--- config.mk ---
export PLATFORM = sky130hd
export DESIGN_NAME = count_share_arbiter_flat
export DESIGN_NICKNAME = d
export VERILOG_FILES = /design/src/rtl/count_share_arbiter_pkg.sv /design/src/rtl/count_share_arbiter_if.sv /design/src/rtl/count_share_arbiter_sync_down_counter.sv /design/src/rtl/count_share_arbiter.sv /design/src/flat_wrapper.sv
export SDC_FILE = /design/constraint.sdc
export NUM_CORES = 1
export LEC_CHECK = 0
export CORE_MARGIN = 2
export CORE_UTILIZATION = 40
export CTS_BUF_LIST = sky130_fd_sc_hd__clkbuf_8
export CTS_CLUSTER_DIAMETER = 80
export DETAILED_ROUTE_END_ITERATION = 7
export DONT_BUFFER_PORTS = 1
export PLACE_DENSITY = 0.61
export SLEW_MARGIN = 10
export SYNTH_ARGS = -nofsm -noshare
export SYNTH_HDL_FRONTEND = slang
export SYNTH_SLANG_ARGS = --single-unit
--- constraint.sdc ---
create_clock -name clk -period 2.4 [get_ports clk]
set_input_delay 0.36 -clock clk [delete_from_list [all_inputs] [get_ports clk]]
set_output_delay 0.36 -clock clk [all_outputs]
set_load 0.01 [all_outputs]
--- src/rtl/count_share_arbiter_pkg.sv ---
// Shared types, default sizes and the round-robin search used by the
// counter-sharing arbiter.
package count_share_pkg;

    localparam int NREQ_DEF = 4;
    localparam int W_DEF    = 4;
    localparam int NREQ_MAX = 8;

    typedef enum logic [1:0] {
        ST_IDLE  = 2'd0,
        ST_COUNT = 2'd1,
        ST_DONE  = 2'd2
    } state_e;

    typedef struct packed {
        logic       valid;
        logic [2:0] idx;
    } rr_pick_t;

    // Walks offsets from the far end back to zero so the nearest set bit at or after ptr wins.
    function automatic rr_pick_t rr_search(input logic [7:0] req, input logic [2:0] ptr,
                                           input int nreq);
        rr_pick_t   pick;
        int         pos;
        logic [2:0] pos_b;
        pick.valid = 1'b0;
        pick.idx   = 3'd0;
        for (int k = NREQ_MAX - 1; k >= 0; k--) begin
            if (k < nreq) begin
                pos = int'(ptr) + k;
                if (pos >= nreq) begin
                    pos = pos - nreq;
                end else begin
                    pos = pos;
                end
                pos_b = 3'(pos);
                if (req[pos_b]) begin
                    pick.valid = 1'b1;
                    pick.idx   = pos_b;
                end else begin
                    pick = pick;
                end
            end else begin
                pick = pick;
            end
        end
        return pick;
    endfunction

endpackage

--- src/rtl/count_share_arbiter_if.sv ---
// Client-side bundle of the counter-sharing arbiter: requests and lengths in,
// grants, completions and the live counter value out.
interface count_share_arbiter_if
    import count_share_pkg::*;
#(
    parameter int NREQ = NREQ_DEF,
    parameter int W    = W_DEF
) ();

    logic [NREQ-1:0]   req;
    logic [NREQ*W-1:0] len;
    logic              tick;
    logic [NREQ-1:0]   gnt;
    logic [NREQ-1:0]   done;
    logic              busy;
    logic [W-1:0]      cnt;

    modport master (output req, len, tick, input gnt, done, busy, cnt);
    modport slave  (input req, len, tick, output gnt, done, busy, cnt);

endinterface

--- src/rtl/count_share_arbiter_sync_down_counter.sv ---
// Loadable W-bit down-counter that saturates at zero; kept separate so the
// shared datapath can be replaced by another counter implementation.
module sync_down_counter #(
    parameter int W = 4
) (
    input  logic         clk,
    input  logic         rst,
    input  logic         load_i,
    input  logic [W-1:0] load_val_i,
    input  logic         en_i,
    output logic [W-1:0] cnt_o,
    output logic         zero_o
);

    logic [W-1:0] cnt_q;

    // Counter register: load wins over decrement, and zero never wraps.
    always_ff @(posedge clk) begin
        if (rst) begin
            cnt_q <= {W{1'b0}};
        end else if (load_i) begin
            cnt_q <= load_val_i;
        end else if (en_i && (cnt_q != {W{1'b0}})) begin
            cnt_q <= cnt_q - {{(W-1){1'b0}}, 1'b1};
        end else begin
            cnt_q <= cnt_q;
        end
    end

    assign cnt_o  = cnt_q;
    assign zero_o = (cnt_q == {W{1'b0}});

endmodule

--- src/rtl/count_share_arbiter.sv ---
// Round-robin owner of one shared down-counter: grants it to a requester,
// counts that requester's length on tick, then pulses its done.
module count_share_arbiter
    import count_share_pkg::*;
#(
    parameter int NREQ = NREQ_DEF,
    parameter int W    = W_DEF
) (
    input  logic                 clk,
    input  logic                 rst,
    count_share_arbiter_if.slave bus
);

    localparam int IW = (NREQ > 1) ? $clog2(NREQ) : 1;

    state_e          state_q, state_d;
    logic [IW-1:0]   ptr_q, ptr_d;
    logic [IW-1:0]   idx_q, idx_d;
    logic [NREQ-1:0] gnt_q, gnt_d;
    logic [NREQ-1:0] done_q, done_d;
    logic            busy_q, busy_d;

    logic            cnt_load_s;
    logic [W-1:0]    cnt_load_val_s;
    logic            cnt_en_s;
    logic [W-1:0]    cnt_s;
    logic            cnt_zero_s;
    logic [7:0]      req_pad_s;
    rr_pick_t        pick_s;
    logic [IW-1:0]   pick_idx_s;

    function automatic logic [IW-1:0] next_ptr(input logic [IW-1:0] i);
        if (int'(i) == NREQ - 1) begin
            return {IW{1'b0}};
        end else begin
            return i + {{(IW-1){1'b0}}, 1'b1};
        end
    endfunction

    // Widen the request vector to the search function's fixed port size.
    always_comb begin
        req_pad_s             = 8'd0;
        req_pad_s[NREQ-1:0]   = bus.req;
    end

    assign pick_s     = rr_search(req_pad_s, 3'(ptr_q), NREQ);
    assign pick_idx_s = IW'(pick_s.idx);

    sync_down_counter #(.W(W)) u_cnt (
        .clk        (clk),
        .rst        (rst),
        .load_i     (cnt_load_s),
        .load_val_i (cnt_load_val_s),
        .en_i       (cnt_en_s),
        .cnt_o      (cnt_s),
        .zero_o     (cnt_zero_s)
    );

    // FSM state register.
    always_ff @(posedge clk) begin
        if (rst) begin
            state_q <= ST_IDLE;
        end else begin
            state_q <= state_d;
        end
    end

    // Next state, winner/pointer bookkeeping and counter control; an abort reloads zero so IDLE shows cnt=0.
    always_comb begin
        state_d        = state_q;
        idx_d          = idx_q;
        ptr_d          = ptr_q;
        cnt_load_s     = 1'b0;
        cnt_load_val_s = {W{1'b0}};
        cnt_en_s       = 1'b0;
        case (state_q)
            ST_IDLE: begin
                if (pick_s.valid) begin
                    state_d        = ST_COUNT;
                    idx_d          = pick_idx_s;
                    cnt_load_s     = 1'b1;
                    cnt_load_val_s = bus.len[pick_idx_s*W +: W];
                end else begin
                    state_d = ST_IDLE;
                end
            end
            ST_COUNT: begin
                if (!bus.req[idx_q]) begin
                    state_d    = ST_IDLE;
                    ptr_d      = next_ptr(idx_q);
                    cnt_load_s = 1'b1;
                end else if (cnt_zero_s) begin
                    state_d = ST_DONE;
                end else begin
                    cnt_en_s = bus.tick;
                end
            end
            ST_DONE: begin
                state_d = ST_IDLE;
                ptr_d   = next_ptr(idx_q);
            end
            default: begin
                state_d = ST_IDLE;
            end
        endcase
    end

    // Output values for the coming cycle, decoded from the next state.
    always_comb begin
        gnt_d  = {NREQ{1'b0}};
        done_d = {NREQ{1'b0}};
        busy_d = 1'b0;
        case (state_d)
            ST_COUNT: begin
                gnt_d  = {{(NREQ-1){1'b0}}, 1'b1} << idx_d;
                busy_d = 1'b1;
            end
            ST_DONE: begin
                done_d = {{(NREQ-1){1'b0}}, 1'b1} << idx_d;
                busy_d = 1'b1;
            end
            default: begin
                busy_d = 1'b0;
            end
        endcase
    end

    // Pointer, winner index and registered outputs.
    always_ff @(posedge clk) begin
        if (rst) begin
            ptr_q  <= {IW{1'b0}};
            idx_q  <= {IW{1'b0}};
            gnt_q  <= {NREQ{1'b0}};
            done_q <= {NREQ{1'b0}};
            busy_q <= 1'b0;
        end else begin
            ptr_q  <= ptr_d;
            idx_q  <= idx_d;
            gnt_q  <= gnt_d;
            done_q <= done_d;
            busy_q <= busy_d;
        end
    end

    assign bus.gnt  = gnt_q;
    assign bus.done = done_q;
    assign bus.busy = busy_q;
    assign bus.cnt  = cnt_s;

endmodule

--- src/flat_wrapper.sv ---
// flat-port wrapper written by rule: the top's interface ports become plain ports
module count_share_arbiter_flat import count_share_pkg::*;
#(
    parameter int NREQ = NREQ_DEF,
    parameter int W    = W_DEF
)
  (clk, rst, bus_req, bus_len, bus_tick, bus_gnt, bus_done, bus_busy, bus_cnt);
  count_share_arbiter_if #(.NREQ(NREQ), .W(W)) bus_i ();
  input  logic clk;
  input  logic rst;
  input wire logic [$bits(bus_i.req)-1:0] bus_req;
  input wire logic [$bits(bus_i.len)-1:0] bus_len;
  input wire logic [$bits(bus_i.tick)-1:0] bus_tick;
  output wire logic [$bits(bus_i.gnt)-1:0] bus_gnt;
  output wire logic [$bits(bus_i.done)-1:0] bus_done;
  output wire logic [$bits(bus_i.busy)-1:0] bus_busy;
  output wire logic [$bits(bus_i.cnt)-1:0] bus_cnt;
  assign bus_i.req = bus_req;
  assign bus_i.len = bus_len;
  assign bus_i.tick = bus_tick;
  assign bus_gnt = bus_i.gnt;
  assign bus_done = bus_i.done;
  assign bus_busy = bus_i.busy;
  assign bus_cnt = bus_i.cnt;
  count_share_arbiter #(.NREQ(NREQ), .W(W)) u_core (.clk(clk), .rst(rst), .bus(bus_i));
endmodule
==> results.ini, run 1 <==
[status]
status=completed

[sta]
hold_viol_final=0
setup-tns-final_ns=0
grt_setup_unrepaired=no
timing.final.crit_share_pct=85.5
fmax_ghz=0.487
setup-violations-final=0
layout_min_cycle_time_ns=2.05
max_slew_margin_pct=58.5
slew_viol_final=0
worst_slew_pin_slew_ns=0.617
fin_worst_skew_ns=0.000611

[die]
io-pin-count=36
die_h_um=57.4
rows=19
core_sq_mm=0.00273
fp.dieW_um=57.4
start_util_pct=41.8
dieArea_sq_mm=0.00330

[synthesis]
ys_ff_latch=19
yosys.cell_count.top_type=nor2_1
synth.cell_area_sq_mm=0.00114
synth.distinct_cells=38
syn_avg_cell_area_sq_um=8.22
ys.flop_type=dfxtp_1
synth_edf_count=0
syn-instance-count=139
yosysWarnings=0
ys_seq_area_share_pct=33.3
synth_common_cells=nor2_1 (22), dfxtp_1 (19), nand3_1 (11)
synth_top_area_share_pct=33.3
netlist_top_cells_area=dfxtp_1 (33%), nor2_1 (7.2%), a211o_1 (6.1%), nand3_1 (4.8%), ha_1 (4.4%)
synth_nets=166
yosysTopAreaCell=dfxtp_1
async_reset_ff_share_pct=0

[worst_setup_path]
startpoint=u_core.u_cnt.cnt_o[0]$_SDFFE_PP0P_
rr_startpoint=u_core.u_cnt.cnt_o[0]$_SDFFE_PP0P_
cp_top_family=simple AND/OR/NAND/NOR gates
required_ns=2.55
cp-end-kind=register
cp_cell_sequence=inv_1 -> ha_1 -> or3b_2 -> or3_1 -> ha_1 -> nand2b_1 -> nor2_1
rrSetupSlack_ns=0.35
critPathSlowestCell=or3b_2
worst-path-buf-inv=1
path_class=register to register
worstPathArrival_ns=2.21
crit_path_frequent_cell=ha_1
max_stage_delay_ns=0.51
crit_path_start_kind=register
crit_fanout=6

[routing]
vias=1019
routed_wl_um=2700
routed_via_density=5.99
firstDrtPassIters=4
drt_iter0_markers=42
routedWlPerCell_um=15.9
ant_nets=0
drc=0

[grt]
overflow=0
grt_usage_pct=18.0
grt_pass1_wl_um=4650
antenna_found_initial=0
grt_max_degree=14
first_global_vias=990

[finish]
num-nets-final=167
diodes=0
post-route-util_pct=44.3
drive_above_1_share_pct=10.1
areaGrowthSynthToFinish_pct=6.13

[min_path]
min-delay-start=rst
hold_class=input pin to register

[pwr]
p_per_area_mw_per_mm2=738
irDropWorstVdd_mv=0.445
power.leakage_nw=0.460

[placement]
place_hpwl_um=2070
port_buffers=0
place_congestion=0.849

[clock_network]
htree_levels=1
clock_latency_ns=0.26
numCtsBuffers=3
clk_pin_slew_ns=0.07
cts_tree=done
post_cts_buffers=0
ctsHoldBuffers=0
cts_max_path_buffers=2
root_buffer=clkbuf_8
clock_sinks=19
cts_resized=0

[run]
maxCapViolations=0

-- layout by cell type (no fill, tap or decap), types with 2 or more instances in the layout --
master and n:
nor3b_1 2, nor2_1 22, nor3_1 2, a311oi_1 3
a21oi_2 2, nand2_1 4, a21oi_1 8, dfxtp_1 19
inv_1 7, and2b_1 2, a21o_1 2, ha_1 4
nand2b_1 5, a31oi_1 3, o21ai_0 10, mux2i_1 2
a211o_1 8, or3_1 2, clkbuf_8 3, nand3_1 11
-- worst register-to-register path, delay by kind of cell (launching register included) --
family                   cells  cell delay [ns]
AND/OR/NAND/NOR              4             1.07
adder cells (fa/ha/maj)      2             0.40
flip-flops                   1             0.39
buffers and inverters        1             0.09
-- kinds of logic (layout without fill, tap and decap cells) --
group / count (synthesis) / after routing / synth area share, %
DFF: 19 / 19 / 33.3
muxes: 4 / 4 / 4.71
adders and majority gates: 4 / 4 / 4.38
and+or+nand+nor: 58 / 58 / 27.5
AOI/OAI and AO/OA: 43 / 43 / 26.3
buffers and inverters: 11 / 11 / 3.83
-- state kept, by name, indices dropped and copies added (netlist names) --
| register | count |
|---|---|
| u_core.bus.done | 4 |
| u_core.ptr_q | 2 |
| u_core.state_q | 2 |
| u_core.idx_q | 2 |
| u_core.u_cnt.cnt_o | 4 |
| u_core.bus.gnt | 4 |
| u_core.bus.busy | 1 |
-- layout make-up --
type / count / area [sq um]
fillers: 271 / 1520
flip-flops and latches: 19 / 380
clock buffers: 3 / 41.3
multi-input cells: 109 / 718
well taps: 31 / 38.8
clock inverters: 1 / 7.51
inverters: 7 / 26.3
-- power breakdown --
part	switching (mW)	total [mW]	internal (mW)
clock	0.113	0.230	0.117
combinational	0.146	0.258	0.113
sequential	0.0560	0.406	0.350
total	0.315	0.895	0.580
-- per-layer routing --
layer	GRT usage, %	wire (um)	up-vias
met5	0	0	-
met4	6.98	20	0
met3	4.08	149	2
met2	26.1	1240	35
met1	25.6	1290	467
li1	-	-	515
-- final timing paths --
kind | to | depth (start not counted)
setup reg to reg | u_core.bus.gnt[3]$_SDFF_PP0_ | 7
hold / removal | u_core.u_cnt.cnt_o[2]$_SDFFE_PP0P_ | 1
hold reg to reg | u_core.ptr_q[0]$_SDFFE_PP0P_ | 2
setup / recovery | u_core.bus.gnt[3]$_SDFF_PP0_ | 7
-- metrics by stage --
step                instance area [sq um]  total power [mW]  std cells  worst slack, ns  hold slack [ns]
floorplan                            1140             0.621        139            0.481            0.428
global placement                     1160             0.662        166            0.400            0.431
detailed placement                   1160             0.671        166            0.350            0.432
CTS                                  1210             0.900        170            0.350            0.157
global route                         1210             0.957        170            0.139            0.150
finish                               1210             0.895        170            0.347            0.157
Note: power is estimated with default switching activity, not from simulation.
==> inputs of run 2 (changes only) <==
Settings changed: ABC_AREA set to 1.
==> results.ini, run 2 <==
[pwr]
power_frac_seq_pct=24.5  ; -21 points
p_per_area_mw_per_mm2=1550  ; +110%
power_frac_comb_pct=65.7  ; +37 points
p_int_mw=1.03  ; +77%
irDropWorstVdd_mv=0.619  ; +39%
power_frac_clock_pct=9.8  ; -16 points
p_total_mw=2.15  ; +140%
power.leakage_nw=0.653  ; +42%
p_switching_mw=1.12  ; +260%
switching_share_pct=52.2  ; +17 points

[worst_setup_path]
r2r_end=u_core.bus.done[2]$_SDFF_PP0_
crit_fanout=9  ; +3
rr_startpoint=u_core.ptr_q[0]$_SDFFE_PP0P_
cp-end-kind=register
path_class=register to register
required_ns=2.55  ; about the same
crit_path_frequent_cell=nand2_1
max_stage_delay_ns=0.39  ; -0.12 ns
rrSetupSlack_ns=0.63  ; +0.29 ns
crit_end=u_core.bus.done[2]$_SDFF_PP0_
critPathSlowestCell=dfxtp_1
ff2ff_path_depth=13  ; +6
cp_cell_sequence=buf_4 -> xnor2_1 -> nand2_2 -> nand2_1 -> inv_1 -> nand2_1 -> nand2_2 -> nand2_4 -> inv_4 -> o21ai_4 -> inv_2 -> nand2_1 -> nor2_1
startpoint=u_core.ptr_q[0]$_SDFFE_PP0P_
crit_path_start_kind=register
worstPathArrival_ns=1.91  ; -0.30 ns

[status]
status=completed

[routing]
drc=0  ; unchanged
ant_nets=0  ; unchanged
routedWlPerCell_um=11.6  ; -27%
routed_via_density=4.73  ; -21%
drt_iter0_markers=66  ; +57%
firstDrtPassIters=4  ; unchanged
routed_wl_um=2630  ; -2.3%
vias=1078  ; +5.8%

[synthesis]
ys_ff_latch=19  ; unchanged
synth_top_area_share_pct=29.6  ; -3.7 points
netlist_top_cells_area=dfxtp_1 (30%), nand2_1 (11%), nand3_1 (9.3%), nor2_1 (6.7%), inv_1 (5.8%)
ys.flop_type=dfxtp_1
yosysTopAreaCell=dfxtp_1
yosys.cell_count.top_type=nand2_1
syn-instance-count=180  ; +29%
synth_edf_count=0  ; unchanged
async_reset_ff_share_pct=0  ; unchanged
synth_nets=207  ; +25%
synth.cell_area_sq_mm=0.00128  ; +12%
synth_common_cells=nand2_1 (37), nand3_1 (24), nor2_1 (23)
yosysWarnings=0  ; unchanged
synth.distinct_cells=25  ; -34%
ys_seq_area_share_pct=29.6  ; -3.7 points
syn_avg_cell_area_sq_um=7.14  ; -13%

[sta]
worst_slew_pin_slew_ns=0.363  ; -0.254 ns
fin_ws_ns=0.633  ; +0.285 ns
setup-violations-final=0  ; unchanged
slew_viol_final=0  ; unchanged
timing.final.crit_share_pct=73.6  ; -12 points
max_slew_margin_pct=75.6  ; +17 points
grt_setup_unrepaired=no
layout_min_cycle_time_ns=1.77  ; -0.285 ns
fmax_ghz=0.566  ; +16%
fin_worst_skew_ns=0.00579  ; +0.00518 ns
setup-tns-final_ns=0  ; unchanged
hold_viol_final=0  ; unchanged

[die]
die_h_um=60.7  ; +5.6%
fp.dieW_um=60.7  ; +5.6%
io-pin-count=36  ; unchanged
start_util_pct=42.1  ; +0.31 points
rows=20  ; +1
core_sq_mm=0.00305  ; +12%
dieArea_sq_mm=0.00368  ; +12%

[grt]
grt_use_met3_pct=3.84  ; -0.24 points
met2_usage_pct=26.7  ; +0.59 points
use_met1_pct=19.2  ; -6.4 points
grt.busiest_layer=met2
first_global_vias=1002  ; +1.2%
grt_pass1_wl_um=4280  ; -7.9%
grt_max_degree=11  ; -3
grt_usage_pct=15.5  ; -2.4 points
antenna_found_initial=0  ; unchanged
overflow=0  ; unchanged

[finish]
final_area_sq_mm=0.00138  ; +14%
post-route-util_pct=45.2  ; +0.90 points
num-nets-final=212  ; +27%
final_common_cell=nand2_1
areaGrowthSynthToFinish_pct=7.50
drive_above_1_share_pct=23.4  ; +13 points
diodes=0  ; unchanged
final_cell_mix=nand2_1 (37), nand3_1 (24), nor2_1 (23)

[clock_network]
clk_pin_slew_ns=0.07  ; about the same
clock_latency_ns=0.25  ; about the same
post_cts_buffers=0  ; unchanged
numCtsBuffers=3  ; unchanged
root_buffer=clkbuf_8
ctsHoldBuffers=0  ; unchanged
cts_tree=done
cts_resized=0  ; unchanged
htree_levels=1  ; unchanged
cts_max_path_buffers=2  ; unchanged
clock_sinks=19  ; unchanged

[placement]
place_congestion=0.789  ; -7.1%
port_buffers=0  ; unchanged
place_ws_ns=0.617  ; +0.267 ns
place_hpwl_um=2170  ; +5.1%
dpl-instance-area_sq_mm=0.00134  ; +15%

[min_path]
hold_class=input pin to register

[run]
maxCapViolations=0  ; unchanged

run 2: cells by family (layout without fill, tap and decap cells):
family / Yosys count / count (layout) / share of synthesized area [%]
buffers and inverters: 28 / 32 / 9.06
XOR/XNOR: 3 / 3 / 2.05
flip-flops: 19 / 19 / 29.6
AO/OA/AOI/OAI: 18 / 18 / 11.8
adder cells (fa/ha/maj): 4 / 4 / 3.89
AND/OR/NAND/NOR: 108 / 108 / 43.6
run 2: power groups by stage:
stage / logic [mW] / registers, mW / clock network [mW]
2_1_floorplan: 1.21 / 0.512 / 0
3_3_place_gp: 1.39 / 0.533 / 0
3_5_place_dp: 1.42 / 0.532 / 0
4_1_cts: 1.43 / 0.527 / 0.217
5_1_grt: 1.62 / 0.541 / 0.231
6_report: 1.41 / 0.526 / 0.210
run 2: routing by layer:
metal	vias up	part of all wire (%)
met5	-	0
met4	0	0.57
met3	2	5.9
li1	575	-
met2	25	48
met1	476	46
run 2: cell type report:
cell class              instances  area [sq um]
fillers                       319          1670
multi-input cells             133           788
flip-flops and latches         19           380
inverters                      27           105
well taps                      44          55.1
clock buffers                   3          41.3
repair buffers                  1          7.51
clock inverters                 1          3.75
run 2: worst min path at each step:
stage          start                            to  slack, ns  cells past startpoint
3_5_place_dp     rst    u_core.idx_q[0]$_SDFF_PP0_       0.43                      1
3_3_place_gp     rst    u_core.idx_q[1]$_SDFF_PP0_       0.44                      1
6_report         rst  u_core.state_q[1]$_SDFF_PP0_       0.17                      1
5_1_grt          rst  u_core.state_q[1]$_SDFF_PP0_       0.16                      1
2_1_floorplan    rst    u_core.bus.busy$_SDFF_PP0_       0.43                      1
4_1_cts          rst  u_core.state_q[1]$_SDFF_PP0_       0.17                      1
run 2: critical path: cells and delay by family, from the launching register on:
| kind | cells | cell delay (ns) |
|---|---|---|
| AOI/OAI and AO/OA | 1 | 0.21 |
| and+or+nand+nor | 7 | 0.52 |
| buffers and inverters | 4 | 0.38 |
| DFF | 1 | 0.39 |
| xor gates and xnor gates | 1 | 0.17 |
run 2: per-stage QoR:
step,hold slack (ns),std cells
2_1_floorplan,0.432,180
3_3_place_gp,0.435,224
3_5_place_dp,0.435,224
4_1_cts,0.168,228
5_1_grt,0.163,228
6_report,0.173,228
